**src/rtl/pc_branch_unit.sv**
```systemverilog
// pc_branch_unit: RV32 fetch-stage program counter with branch/JAL, JALR,
// return-address-stack prediction, trap redirect and target alignment check.
module pc_branch_unit #(
    parameter int          XLEN         = 32,
    parameter logic [31:0] RESET_VECTOR = 32'h00000000,
    parameter int          RAS_DEPTH    = 4
) (
    input  logic                         i_clk,
    input  logic                         i_rst,
    input  logic                         i_stall,
    input  logic                         i_trap_valid,
    input  logic [XLEN-1:0]              i_trap_vector,
    input  logic                         i_branch_taken,
    input  logic [XLEN-1:0]              i_branch_offset,
    input  logic                         i_jalr,
    input  logic [XLEN-1:0]              i_jalr_base,
    input  logic [XLEN-1:0]              i_jalr_offset,
    input  logic                         i_call,
    input  logic                         i_ret,
    output logic [XLEN-1:0]              o_pc,
    output logic [XLEN-1:0]              o_pc_plus4,
    output logic                         o_misaligned,
    output logic [XLEN-1:0]              o_bad_addr,
    output logic [$clog2(RAS_DEPTH):0]   o_ras_count
);

    localparam int PTR_W = $clog2(RAS_DEPTH);
    localparam int CNT_W = PTR_W + 1;

    logic [XLEN-1:0]  r_pc;
    logic             r_misaligned;
    logic [XLEN-1:0]  r_bad_addr;
    logic [CNT_W-1:0] r_ras_count;
    logic [PTR_W-1:0] r_ras_top;
    logic [XLEN-1:0]  r_ras [RAS_DEPTH];

    logic [XLEN-1:0]  w_pc_plus4;
    logic [XLEN-1:0]  w_jalr_target;
    logic [XLEN-1:0]  w_br_target;
    logic [XLEN-1:0]  w_target;
    logic             w_redirect;
    logic             w_aligned;
    logic             w_ras_nonempty;
    logic             w_push;
    logic             w_pop;
    logic [PTR_W-1:0] w_push_idx;
    logic [PTR_W-1:0] w_top_next;
    logic [CNT_W-1:0] w_count_next;

    assign w_pc_plus4     = r_pc + XLEN'(4);
    assign w_jalr_target  = (i_jalr_base + i_jalr_offset) & {{(XLEN-1){1'b1}}, 1'b0};
    assign w_br_target    = r_pc + i_branch_offset;
    assign w_redirect     = i_jalr | i_branch_taken;
    assign w_ras_nonempty = (r_ras_count != CNT_W'(0));

    // Select the redirect target and decide which RAS operations the edge performs.
    always_comb begin
        w_target = w_br_target;
        w_push   = 1'b0;
        w_pop    = 1'b0;
        if (i_jalr) begin
            w_target = w_jalr_target;
        end else begin
            w_target = w_br_target;
        end
        w_aligned = (w_target[1:0] == 2'b00);
        if (i_trap_valid || i_stall) begin
            w_push = 1'b0;
            w_pop  = 1'b0;
        end else if (w_redirect) begin
            // A JALR that is both call and ret swaps the top entry (pop then push).
            w_push = w_aligned & i_call;
            w_pop  = w_aligned & i_call & i_ret & i_jalr & w_ras_nonempty;
        end else begin
            w_push = 1'b0;
            w_pop  = i_ret & w_ras_nonempty;
        end
    end

    // Compute the next RAS top pointer, write slot and occupancy.
    always_comb begin
        w_push_idx   = r_ras_top + PTR_W'(1);
        w_top_next   = r_ras_top;
        w_count_next = r_ras_count;
        if (w_push && w_pop) begin
            w_push_idx   = r_ras_top;
            w_top_next   = r_ras_top;
            w_count_next = r_ras_count;
        end else if (w_push) begin
            w_top_next = r_ras_top + PTR_W'(1);
            if (r_ras_count == CNT_W'(RAS_DEPTH)) begin
                w_count_next = r_ras_count;
            end else begin
                w_count_next = r_ras_count + CNT_W'(1);
            end
        end else if (w_pop) begin
            w_top_next   = r_ras_top - PTR_W'(1);
            w_count_next = r_ras_count - CNT_W'(1);
        end else begin
            w_top_next   = r_ras_top;
            w_count_next = r_ras_count;
        end
    end

    // RAS storage; contents are meaningless until pushed, so no reset is needed.
    always_ff @(posedge i_clk) begin
        if (w_push) begin
            r_ras[w_push_idx] <= w_pc_plus4;
        end
    end

    // PC, status and RAS pointer state with trap > stall > jalr/branch > ret > sequential priority.
    always_ff @(posedge i_clk or posedge i_rst) begin
        if (i_rst) begin
            r_pc         <= XLEN'(RESET_VECTOR);
            r_misaligned <= 1'b0;
            r_bad_addr   <= '0;
            r_ras_count  <= '0;
            r_ras_top    <= '0;
        end else if (i_trap_valid) begin
            r_pc         <= i_trap_vector;
            r_misaligned <= 1'b0;
            r_ras_count  <= '0;
            r_ras_top    <= '0;
        end else if (i_stall) begin
            r_misaligned <= 1'b0;
        end else if (w_redirect) begin
            if (w_aligned) begin
                r_pc         <= w_target;
                r_misaligned <= 1'b0;
                r_ras_count  <= w_count_next;
                r_ras_top    <= w_top_next;
            end else begin
                r_misaligned <= 1'b1;
                r_bad_addr   <= w_target;
            end
        end else if (w_pop) begin
            r_pc         <= r_ras[r_ras_top];
            r_misaligned <= 1'b0;
            r_ras_count  <= w_count_next;
            r_ras_top    <= w_top_next;
        end else begin
            r_pc         <= w_pc_plus4;
            r_misaligned <= 1'b0;
        end
    end

    assign o_pc         = r_pc;
    assign o_pc_plus4   = w_pc_plus4;
    assign o_misaligned = r_misaligned;
    assign o_bad_addr   = r_bad_addr;
    assign o_ras_count  = r_ras_count;

endmodule

```
**config.mk**
```make
export PLATFORM = sky130hd
export DESIGN_NAME = pc_branch_unit
export DESIGN_NICKNAME = d
export VERILOG_FILES = /design/src/rtl/pc_branch_unit.sv
export SDC_FILE = /design/constraint.sdc
export NUM_CORES = 1
export LEC_CHECK = 0
export BUFFER_PORTS_ARGS = -buffer_cell sky130_fd_sc_hd__buf_2
export CORE_MARGIN = 2
export CORE_UTILIZATION = 55
export CTS_CLUSTER_SIZE = 8
export DETAILED_ROUTE_END_ITERATION = 7
export PLACE_DENSITY_LB_ADDON = 0.12
export SYNTH_ARGS = -nofsm -noshare
export SYNTH_HDL_FRONTEND = slang
export SYNTH_SLANG_ARGS = --single-unit
```
**constraint.sdc**
```tcl
create_clock -name i_clk -period 6 [get_ports i_clk]
set_clock_uncertainty 0.05 [all_clocks]
set_input_delay 0.3 -clock i_clk [delete_from_list [all_inputs] [get_ports i_clk]]
set_output_delay 0.3 -clock i_clk [all_outputs]
set_load 0.01 [all_outputs]
```
# [Word level (Yosys, flattened, before mapping)]
# Memories as Yosys holds them, arrays and structs flattened.
# Cells that the tools add are included.
[word_totals] register_bits=70 ram_bits=128 inputBits=136 output_inout_bits=100 word_cells=67 mem_count=1
[mem_list] memory="r_ras" words=4 word_bits=32 read_ports=1 rd_ports_with_merged_regs=0 wr=1 line="35" rtl="logic [XLEN-1:0] r_ras [RAS_DEPTH];"
[op_classes] n_addsub=7 eq_ne=3 n_mux=34 bitwise=9 reduce_logical=8
[op_table] cell="$mux 32" count=6
[op_table] cell="$add 32x32->32" count=2
[op_table] cell="$add 32x3->32 const B" count=1
[op_table] cell="$mux 3" count=9
[op_table] cell="$mux 2" count=9
[op_table] cell="$mux 1" count=10
[op_table] cell="$reduce_bool 3->1" count=2
[op_table] cell="$and 1x1->1" count=5
[op_table] cell="$reduce_and 4->1" count=1
[op_table] cell="$add 3x1->3 const B" count=1
[op_table] cell="$eq 3x3->1 const B" count=1
[op_table] cell="$ne 3x2->1 const B" count=1
[op_table] cell="$not 1->1" count=3
[op_table] cell="$reduce_and 3->1" count=1
[op_table] cell="$sub 3x1->3 const B" count=1
[op_table] cell="$add 2x1->2 const B" count=1
[op_table] cell="$logic_not 2->1" count=1
[op_table] cell="$ne 2x1->1 const B" count=1
[op_table] cell="$reduce_and 2->1" count=1
[op_table] cell="$sub 2x1->2 const B" count=1
[op_table] cell="$logic_and 1x1->1" count=1
[op_table] cell="$logic_or 1x1->1" count=1
[op_table] cell="$or 1x1->1" count=1

# [Depth between registers and ports, before layout]
# Gate-level depths: netlist (run 1).
[depth] word_depth=16 ltp_mapped=12 depth_no_buf=12

# [Worst setup path before layout (run 1)]
# No wires, ideal clock.
[synth_path] kind="register to register" startpoint="register r_pc[0], in the netlist o_pc[0]" endpoint="memory r_ras[1][0] (enable)" arrival_time_ps=3925 setup_slack_ps=1564 path_stages_with_launch=6 path_buffers=0 period_less_slack_ps=4436 cell_sequence="dfrtp_1 -> ha_1 -> fa_1 -> o31ai_1 -> nand4_1 -> nor3_1"
[synth_via] elab_chain_cells=11 word_cells_on_any_way=15 classes_between="1 x add/sub; 8 x mux; 4 x bitwise; 2 x reduce/logical"
[synth_lines] item="from (decl)" line="30" rtl="logic [XLEN-1:0] r_pc;"
[synth_lines] item="from (signal assigned)" line="115" rtl="r_pc <= XLEN'(RESET_VECTOR);"
[synth_lines] item="from (signal assigned)" line="121" rtl="r_pc <= i_trap_vector;"
[synth_lines] item="from (signal assigned)" line="129" rtl="r_pc <= w_target;"
[synth_lines] item="$add 32x32->32 (*)" line="52" rtl="assign w_br_target = r_pc + i_branch_offset;"
[synth_lines] item="$mux 32 (*)" line="61" rtl="if (i_jalr) begin"
[synth_lines] item="$logic_not 2->1 (*)" line="66" rtl="w_aligned = (w_target[1:0] == 2'b00);"
[synth_lines] item="$and 1x1->1 (*)" line="72, 73"
[synth_lines] item="$and 1x1->1 (3 in series)" line="73" rtl="w_pop = w_aligned & i_call & i_ret & i_jalr & w_ras_nonempty;"
[synth_lines] item="$mux 1" line="70" rtl="end else if (w_redirect) begin"
[synth_lines] item="$mux 1" line="67" rtl="if (i_trap_valid || i_stall) begin"
[synth_lines] item="$logic_and 1x1->1" line="85" rtl="if (w_push && w_pop) begin"
[synth_lines] item="$mux 2" line="85"
[synth_lines] item="to (decl)" line="35"
# Every way passes the cells marked *; elsewhere a longest branch is shown, timed or not.

# [Final worst setup path (run 1)]
[layout_path] startpoint="register r_pc[0], in the netlist o_pc[0]" endpoint="memory r_ras[3][15] (enable)"
# Same word-level chain as after synthesis.

==> results of run 1 <==
==> sequential cells by signal, indices dropped and copies added (netlist names) <==
| register | flops |
|---|---|
| o_bad_addr | 32 |
| o_misaligned | 1 |
| o_pc | 32 |
| o_ras_count | 3 |
| r_ras | 128 |
| r_ras_top | 2 |
==> per-layer routing <==
| layer | vias to the layer above | global-route usage, % |
|---|---|---|
| met5 | - | 0 |
| met4 | 0 | 8.65 |
| met3 | 63 | 7.06 |
| met2 | 540 | 48.9 |
| met1 | 5188 | 45.9 |
| li1 | 5055 | - |
==> worst max path at each step <==
stage	from	to	slack (ps)
finish	o_pc[0]	r_ras[3][15]	2610
global placement	i_branch_taken	r_ras[0][31]	2550
global route	o_pc[12]	o_pc_plus4[28]	2400
CTS	o_pc[6]	o_pc_plus4[30]	2640
detailed placement	i_branch_taken	r_ras[0][27]	2540
floorplan	o_pc[0]	r_ras[1][0]	1560
==> worst max-delay path, stage by stage (launching register included) <==
cell and delay, ps:
dfrtp_1 480, ha_1 260, fa_1 500, o31ai_1 350, nand4_1 410, inv_1 300
nand2_1 120, nor2_2 120, buf_4 430
==> area by class of cell <==
class / instances / area [sq um] / share of cell area, %
multi-input combinational: 946 / 6710 / 45.8
sequential: 198 / 5600 / 38.2
timing repair buffer: 250 / 1290 / 8.81
clock buffer: 17 / 425 / 2.90
tap: 285 / 357 / 2.43
clock inverter: 15 / 189 / 1.29
inverter: 22 / 82.6 / 0.564
antenna: 1 / 2.50 / 0.0171
==> cells in the mapped netlist (5+ instances only) <==
cell / count
edfxtp_1: 128
nand2_1: 128
nor2_1: 122
a21oi_1: 115
dfrtp_1: 70
ha_1: 62
o21ai_0: 56
xnor2_1: 49
clkbuf_1: 45
mux4_2: 31
a21o_1: 30
xor2_1: 29
nand3_1: 28
a31oi_1: 24
inv_1: 22
and3_1: 16
mux2i_1: 16
nor3_1: 15
a211oi_1: 14
o31ai_1: 14
nand4_1: 13
nand2b_1: 12
clkbuf_8: 11
or3_1: 11
o211ai_1: 10
o21a_1: 10
o21bai_1: 10
nor2b_1: 9
a221oi_1: 8
a221o_1: 7
and2_1: 7
o31a_1: 7
a22oi_1: 6
buf_2: 6
nor4_1: 6
a2111oi_0: 5
==> per-stage QoR <==
step	hold WS (ps)	std cells	setup slack, ps
2_1_floorplan	367	1231	1560
3_3_place_gp	416	1700	2550
3_5_place_dp	429	1700	2540
4_1_cts	0.556	1733	2640
5_1_grt	20.3	1733	2400
6_report	13.0	1734	2610
==> where the power goes <==
group / switching (W) / internal, W / total [W]
registers: 0.000155 / 0.00160 / 0.00176
clock network: 0.000604 / 0.000573 / 0.00118
logic: 0.000871 / 0.000595 / 0.00147
==> kinds of logic after synthesis <==
| family | count (synthesis) | share of synthesized area [%] |
|---|---|---|
| XOR/XNOR | 78 | 5.36 |
| buffers and inverters | 87 | 3.55 |
| AND/OR/NAND/NOR | 389 | 14.5 |
| adder cells (fa/ha/maj) | 65 | 6.56 |
| multiplexers | 52 | 7.30 |
| AO/OA/AOI/OAI | 362 | 18.8 |
| flip-flops | 198 | 43.9 |
==> impl_metrics.csv, run 1 <==
group,metric,value,unit
drt,wl_met2,17.3,mm
drt,ant_nets,0,
global_routing,overflow,0,
clock_network,root_buffer,"clkbuf_16",
drt,wl_met3,3.71,mm
synth,synth_seq_area_share,43.9,%
clock_network,cts.clk_slew.worst_paths,80,ps
global_routing,grt_pass1_vias,10300,
layout,nets,1636,
synth,syn_avg_cell_area,10.3,sq um
global_routing,grt_pass1_wl,58.8,mm
synth,synthTopCellsByArea,"edfxtp_1, dfrtp_1, ha_1, mux4_2, a21oi_1",
worst_setup_path,crit_type,"reg -> reg",
floorplanning,die-area,0.0244,sq mm
floorplanning,initial_core_util,56.1,%
worst_setup_path,critPathMaxFanout,32,
global_routing,antenna_found_initial,1,
run_status,outcome,"completed",
floorplanning,die_h,156,um
worst_setup_path,r2r_end,"r_ras[3][15]",
synth,syn_inst,1231,
clock_network,clockBufferDepth,2,
synth,synthArstFlopShare,35.4,%
sta,setup_tns,0,ps
clock_network,cts_tree,"built",
layout,area_growth,15.0,%
flow_run,maxCapViolCount,0,
min_path,worstHoldPathType,"in -> reg",
clock_network,ctsResizeCount,0,
synth,synth_ff_type,"edfxtp_1",
layout,n_fill_cell,1905,
synth,syn_nets,1432,
pwr,total_power,0.00440,W
floorplanning,row_count,55,
clock_network,cts_sinks,198,
synth,synth.distinct_cells,85,
sta,rsz0062_at_grt,"false",
synth,ys_ff_latch,198,
drt,vias_per_cell,6.25,
worst_setup_path,r2r_start,"o_pc[0]",
drt,drtIter0Drc,968,
clock_network,post-cts-setup-buffers,0,
layout,layout-drive-gt1-share,24.0,%
sta,maxSlewViolCount,0,
layout,postLayoutCoreUtil,64.5,%
pwr,ir_drop,0.203,mV
drt,met1Wirelength,16.8,mm
sta,worst_pin_slew,1330,ps
sta,slew_headroom,10.8,%
sta,final.period_utilization,56.5,%
worst_setup_path,start_kind,"register",
min_path,holdCritStartpoint,"i_trap_vector[1]",
clock_network,cts_hold_buffers,1,
drt,num_vias,10800,
place,place_congestion,0.963,
drt,drt-wirelength-per-cell,22.3,um
global_routing,grt_max_degree,74,
min_path,hold_depth,3,
drt,highest_layer,"met4",
layout,final_design_area_no_fill,0.0147,sq mm
clock_network,clk_latency,450,ps
worst_setup_path,r2r_cells,8,
layout,layout_commonest_cell,"buf_2",
min_path,hold_end,"o_pc[1]",
worst_setup_path,reg2reg_slack,2610,ps
pwr,p_per_area,300,mW/mm^2
place,port-buffer-count,235,
drt,drt-total-wl,38.7,mm
clock_network,cts_buffers,17,
place,placed_area,0.0140,sq mm
worst_setup_path,crit_required,6030,ps
sta,max_freq,0.295,GHz
sta,fin_crit,3390,ps
place,dpl.hpwl,29.3,mm
worst_setup_path,arrival,3420,ps
global_routing,track_usage,31.9,%
floorplanning,coreArea,0.0227,sq mm
layout,layout_common_cells,"buf_2, nand2_1, edfxtp_1, nor2_1, a21oi_1",
sta,setup_violations,0,
worst_setup_path,crit_path_end_kind,"register",
drt,first_pass_iters,5,
synth,ys_warn_count,0,
synth,netlist_area,0.0127,sq mm
synth,synth-edff-count,128,
clock_network,cts_max_level,4,
synth,netlist.top_cell.by_area,"edfxtp_1",
sta,finalHoldViolations,0,
drt,drc,0,
pwr,cellLeakagePower,6.10,nW
floorplanning,fp.dieW,156,um
floorplanning,io_pins,236,
synth,synth_top_cell_area_share,30.2,%
Power figures use the tool's default switching activity.
==> inputs of run 2 (changes only) <==
==> constraint.sdc (replaced) <==
create_clock -name i_clk -period 3.5 [get_ports i_clk]
set_clock_uncertainty 0.05 [all_clocks]
set_input_delay 0.175 -clock i_clk [delete_from_list [all_inputs] [get_ports i_clk]]
set_output_delay 0.175 -clock i_clk [all_outputs]
set_load 0.01 [all_outputs]
==> run 2 against run 1 <==
- first-iteration DRC count up 12%
- total power up 73%
- clock power up 69%
- setup slack worse by 2300 ps
- register-to-register slack worse by 2300 ps
- sequential share of layout area down 1.3 points
- non-clock buffer count up 60
- cell area up 3.5%
- largest cell class unchanged
==> impl_metrics.csv, run 2 (synthesis results as in run 1) <==
group,metric,value,unit
run_status,outcome,"completed",
floorplanning,die_h,156,um
worst_setup_path,crit_path_end_kind,"output port",
place,dpl.hpwl,30.4,mm
worst_setup_path,path_cells,"buf_4 -> and4_2 -> nand3_1 -> nor4_1 -> buf_4 -> nor2b_1 -> nand2_1 -> xnor2_1 -> buf_2",
global_routing,grt_max_degree,74,
sta,rsz0062_at_grt,"false",
floorplanning,row_count,55,
worst_setup_path,critPathMaxFanout,7,
floorplanning,initial_core_util,56.1,%
drt,vias_per_cell,6.24,
sta,setup_violations,0,
floorplanning,fp.dieW,156,um
layout,layout_common_cells,"buf_2, nand2_1, edfxtp_1, nor2_1, a21oi_1",
drt,drt-wirelength-per-cell,22.2,um
layout,nets,1696,
layout,multiInputGateArea,0.00671,sq mm
sta,max_freq,0.311,GHz
pwr,power.internal,0.00481,W
sta,slew_headroom,48.1,%
layout,largest_reg_flops,128,
layout,regMostFlops,"r_ras",
pwr,clockPowerShare,26.3,%
worst_setup_path,crit_required,3270,ps
clock_network,cts_max_level,4,
worst_setup_path,cpLargestDelayFamily,"simple AND/OR/NAND/NOR gates",
pwr,ir_drop,0.329,mV
sta,final.period_utilization,92.0,%
global_routing,overflow,0,
drt,drc,0,
layout,antenna_cells,0,
pwr,comb_power_share,34.0,%
global_routing,track_usage,32.9,%
worst_setup_path,crit_buf_inv,3,
worst_setup_path,crit_type,"reg -> out",
pwr,cellLeakagePower,6.38,nW
global_routing,grt_pass1_wl,60.6,mm
place,port-buffer-count,235,
clock_network,cts.clk_slew.worst_paths,80,ps
drt,drt-total-wl,39.9,mm
pwr,p_per_area,502,mW/mm^2
min_path,worstHoldPathType,"in -> reg",
worst_setup_path,start_kind,"register",
place,placed_area,0.0143,sq mm
layout,layout_commonest_cell,"buf_2",
clock_network,post-cts-setup-buffers,0,
place,place_congestion,0.958,
sta,maxSlewViolCount,0,
flow_run,maxCapViolCount,0,
pwr,seq_power_share,39.7,%
sta,worst_pin_slew,778,ps
clock_network,cts_buffers,17,
sta,finalHoldViolations,0,
clock_network,root_buffer,"clkbuf_16",
sta,hold_slack,33.5,ps
global_routing,antenna_found_initial,0,
sta,fin_crit,3220,ps
clock_network,cts_tree,"built",
worst_setup_path,critPathSlowestCell,"xnor2_1",
layout,n_fill_cell,1814,
worst_setup_path,critPathMaxStageDelay,430,ps
layout,regArea,0.00560,sq mm
clock_network,cts_sinks,198,
pwr,switching_share,36.9,%
floorplanning,coreArea,0.0227,sq mm
worst_setup_path,arrival,2990,ps
layout,layout-drive-gt1-share,25.3,%
clock_network,clk_latency,440,ps
clock_network,clockBufferDepth,2,
floorplanning,die-area,0.0244,sq mm
floorplanning,io_pins,236,
drt,num_vias,11200,
layout,final_design_area_no_fill,0.0152,sq mm
drt,drtIter0Drc,1088,
layout,area_growth,19.0,%
drt,first_pass_iters,7,
drt,ant_nets,0,
pwr,switchingPower,0.00281,W
global_routing,grt_pass1_vias,10500,
worst_setup_path,path_common_cell,"buf_4",
run 2: changes by cell type in the layout (fill, tap and decap cells not counted), sizes merged:
cell	delta
diode	-1
buf	+35
inv	-1
clkbuf	+1
dlygate4sd3	+25
run 2: cell type report:
cell class                 count  share of cell area, %
clock buffer                  18                   2.83
tap                          285                   2.35
multi-input combinational    946                   44.3
clock inverter                14                   1.17
timing repair buffer         310                   11.9
inverter                      22                  0.545
sequential                   198                   36.9
run 2: power groups by stage:
stage	sequential [W]	combinational (W)	clock [W]
after global placement	0.00306	0.00250	0
after CTS	0.00302	0.00255	0.00202
final	0.00303	0.00259	0.00200
after detailed placement	0.00306	0.00252	0
after global routing	0.00305	0.00281	0.00210
after floorplan	0.00304	0.00160	0
run 2: what timing repair did:
action                    in CTS  in global routing
resized for setup              0                  0
hold buffers                  25                  1
hold endpoints to repair      53                  1
run 2: worst register-to-register path: stages (launching register included):
cell	delay, ps
dfrtp_1	490
ha_1	400
a21o_2	260
a2111oi_0	380
a21oi_1	110
a31oi_1	400
o21ai_2	180
a21oi_1	290
o41ai_2	150
xnor2_1	160
a211oi_1	250
run 2: layer usage:
layer  routed length (um)  global-route usage [%]
met1                16800                    48.0
met2                17900                    50.3
met3                 4010                    6.00
met4                 1200                    10.1
met5                    0                       0
run 2: final timing paths:
kind	from	to	slack, ps	cells after the start
worst min register to register	o_bad_addr[2]	o_bad_addr[2]	440	2
max in group asynchronous	i_rst	o_pc[28]	2070	4
min in group asynchronous	i_rst	o_misaligned	360	3
worst max-delay path	o_pc[12]	o_pc_plus4[30]	280	9
worst max register to register	o_pc[10]	o_bad_addr[30]	310	10
worst min-delay path	i_trap_vector[28]	o_pc[28]	30	3
run 2: through the flow:
stage | instances | setup TNS (ps) | utilization [%] | setup WS (ps) | total power (W)
floorplan | 1231 | -17820 | - | -279 | 0.00464
detailed placement | 1735 | 0 | 62.9 | 309 | 0.00558
finish | 1793 | 0 | 66.8 | 281 | 0.00762
global route | 1793 | 0 | 66.8 | 16.2 | 0.00796
CTS | 1792 | 0 | 66.7 | 301 | 0.00759
global placement | 1735 | 0 | 62.9 | 337 | 0.00556
==> inputs of run 3 (changes only) <==
--- a/config.mk
+++ b/config.mk
@@ -5,9 +5,11 @@
 export SDC_FILE = /design/constraint.sdc
 export NUM_CORES = 1
 export LEC_CHECK = 0
+export ABC_AREA = 1
 export BUFFER_PORTS_ARGS = -buffer_cell sky130_fd_sc_hd__buf_2
 export CORE_MARGIN = 2
 export CORE_UTILIZATION = 55
+export CTS_BUF_LIST = sky130_fd_sc_hd__clkbuf_8 sky130_fd_sc_hd__clkbuf_16
 export CTS_CLUSTER_SIZE = 8
 export DETAILED_ROUTE_END_ITERATION = 7
 export PLACE_DENSITY_LB_ADDON = 0.12
==> run 3 against run 2 <==
- first-iteration DRC count increased by 72%
- non-clock buffer count decreased by 41
- critical path depth decreased by 2
- cell count rose by 49%
- clock-buffer cell count fell by 1
- global-route usage up 3.7 points
- the run now ends with hold timing left
- synthesized cell count up 70%
==> impl_metrics.csv, run 3 <==
group,metric,value,unit
floorplanning,fp.dieW,165,um
worst_setup_path,start_kind,"register",
clock_network,cts_sinks,198,
clock_network,root_buffer,"clkbuf_16",
drt,drc,0,
global_routing,grt-busiest-layer,"met2",
synth,synth_top_cell_area_share,26.9,%
synth,synth_ff_type,"edfxtp_1",
drt,drtIter0Drc,1870,
layout,layout_common_cells,"nand2_1, inv_1, nor2_1, buf_2",
floorplanning,die_h,165,um
drt,first_pass_iters,5,
layout,largest_reg_flops,128,
min_path,holdCritStartpoint,"i_trap_vector[23]",
sta,hold_slack,-3.03,ps
pwr,clockPowerShare,23.2,%
pwr,cellLeakagePower,8.63,nW
sta,final.period_utilization,91.9,%
floorplanning,row_count,59,
worst_setup_path,startpoint,"o_pc[3]",
sta,worst_pin_slew,807,ps
pwr,power.internal,0.00518,W
min_path,worstHoldPathType,"in -> reg",
place,placed_area,0.0159,sq mm
worst_setup_path,crit_path_end_kind,"output port",
synth,ys_ff_latch,198,
sta,maxSlewViolCount,0,
worst_setup_path,crit_end,"o_pc_plus4[10]",
worst_setup_path,r2r_start,"o_pc[0]",
sta,fin_ws,284,ps
global_routing,grt_util_met2,54.9,%
global_routing,grt_max_degree,57,
global_routing,grt_pass1_vias,13300,
synth,syn_nets,2295,
pwr,comb_power_share,41.1,%
floorplanning,die-area,0.0273,sq mm
synth,netlist.top_cell.by_area,"edfxtp_1",
global_routing,grt_pass1_wl,75.0,mm
run_status,outcome,"complete, but fails checks",
floorplanning,io_pins,236,
pwr,total_power,0.00933,W
clock_network,cts_tree,"built",
drt,vias_per_cell,5.56,
synth,synth-edff-count,128,
worst_setup_path,r2r_cells,11,
flow_run,maxCapViolCount,0,
worst_setup_path,crit_required,3270,ps
synth,synthArstFlopShare,35.4,%
synth,ys_warn_count,0,
worst_setup_path,crit_type,"reg -> out",
floorplanning,coreArea,0.0258,sq mm
layout,layout_commonest_cell,"nand2_1",
floorplanning,initial_core_util,55.4,%
pwr,switchingPower,0.00415,W
pwr,switching_share,44.5,%
sta,slew_headroom,45.8,%
worst_setup_path,arrival,2990,ps
place,dpl.hpwl,38.6,mm
worst_setup_path,reg2reg_slack,350,ps
clock_network,clockBufferDepth,2,
sta,max_freq,0.311,GHz
drt,drt-wirelength-per-cell,18.8,um
layout,postLayoutCoreUtil,64.5,%
place,place_congestion,0.943,
pwr,p_per_area,560,mW/mm^2
clock_network,cts_buffers,17,
layout,nets,2527,
global_routing,track_usage,36.6,%
global_routing,grt_util_met1,52.2,%
synth,syn_avg_cell_area,6.83,sq um
synth,synth.distinct_cells,47,
global_routing,overflow,0,
clock_network,cts_max_level,4,
sta,finalHoldViolations,1,
global_routing,antenna_found_initial,0,
place,post-place-ws,383,ps
layout,antenna_cells,0,
sta,rsz0062_at_grt,"false",
run_status,violations,"hold timing",
clock_network,cts.clk_slew.worst_paths,90,ps
worst_setup_path,r2r_end,"r_ras[0][25]",
layout,area_growth,16.5,%
clock_network,ctsResizeCount,0,
synth,synthMostInstantiatedCell,"nand2_1",
drt,drt-total-wl,50.4,mm
layout,final_design_area_no_fill,0.0167,sq mm
synth,yosys-top-cells-count,"nand2_1, inv_1, nor2_1, edfxtp_1, nand3_1",
layout,n_fill_cell,2347,
place,port-buffer-count,235,
clock_network,clk_latency,450,ps
layout,layout-drive-gt1-share,13.6,%
pwr,ir_drop,0.372,mV
synth,synthTopCellsByArea,"edfxtp_1, nand2_1, dfrtp_1, inv_1, nor2_1",
worst_setup_path,critPathMaxFanout,6,
sta,fin_crit,3220,ps
synth,netlist_area,0.0143,sq mm
global_routing,use_met3,6.94,%
sta,setup_violations,0,
synth,synth_seq_area_share,39.1,%
drt,ant_nets,0,
pwr,seq_power_share,35.7,%
layout,regMostFlops,"r_ras",
drt,num_vias,14900,
synth,syn_inst,2094,
run 3: changes by cell type in the layout (fill, tap and decap cells not counted), sizes merged, moves of 15 or more:
cell,change
mux4,-32
nand3,+101
inv,+281
nand2,+624
xnor2,-45
o22ai,+15
buf,-28
o221ai,+16
and3,-16
a21oi,-48
o21ai,+43
a21o,-30
mux2i,-16
nor2,+131
run 3: final cells by class:
type | count | area [sq um] | share of cell area (%)
inverters | 305 | 1150 | 6.90
well taps | 335 | 419 | 2.51
repair buffers | 269 | 1510 | 9.08
clock inverters | 15 | 220 | 1.32
clock buffers | 17 | 425 | 2.55
flip-flops and latches | 198 | 5600 | 33.6
multi-input cells | 1535 | 7340 | 44.1
run 3: how the worst min path moves through the flow:
stage                    end  slack [ps]  cells past startpoint
3_3_place_gp   o_bad_addr[1]         180                      2
2_1_floorplan        o_pc[4]         270                      2
5_1_grt             o_pc[28]          30                      5
4_1_cts             o_pc[23]         0.4                      5
6_report            o_pc[23]          -3                      5
3_5_place_dp   o_bad_addr[1]         180                      2
run 3: logic make-up after synthesis:
| family | count (synthesis) | synth area share (%) |
|---|---|---|
| xor+xnor | 22 | 1.35 |
| compound gates | 261 | 10.6 |
| flops | 198 | 39.1 |
| simple gates | 1187 | 33.4 |
| buf+inv | 361 | 9.74 |
| fa+ha+maj | 65 | 5.84 |
run 3: power by group through the flow:
stage | Combinational (W) | Clock [W] | Sequential (W)
2_1_floorplan | 0.00228 | 0 | 0.00333
3_3_place_gp | 0.00369 | 0 | 0.00336
3_5_place_dp | 0.00375 | 0 | 0.00336
4_1_cts | 0.00378 | 0.00217 | 0.00332
5_1_grt | 0.00426 | 0.00225 | 0.00336
6_report | 0.00384 | 0.00216 | 0.00333
run 3: critical path, cell delays in order, from the launching register on:
cell	delay, ps
dfrtp_1	510
ha_1	230
nand2_1	90
inv_1	140
nand2_1	150
nor3_1	650
xor2_1	530
buf_2	240
run 3: repair_timing:
| action | CTS | global route |
|---|---|---|
| hold buffers | 13 | 0 |
| hold endpoints to repair | 39 | 0 |
| setup buffers | 0 | 0 |
run 3: metrics by stage:
stage / instances / TNS (ps) / hold slack [ps]
3_5_place_dp: 2629 / 0 / 182
3_3_place_gp: 2629 / 0 / 183
2_1_floorplan: 2094 / -23030 / 270
6_report: 2674 / 0 / -3.03
4_1_cts: 2674 / 0 / 0.354
5_1_grt: 2674 / 0 / 30.8
run 3: routing by layer:
metal,vias to the layer above,routed length [um]
li1,7210,-
met1,6711,21400
met2,838,21800
met3,99,5320
met4,0,1910
met5,-,0
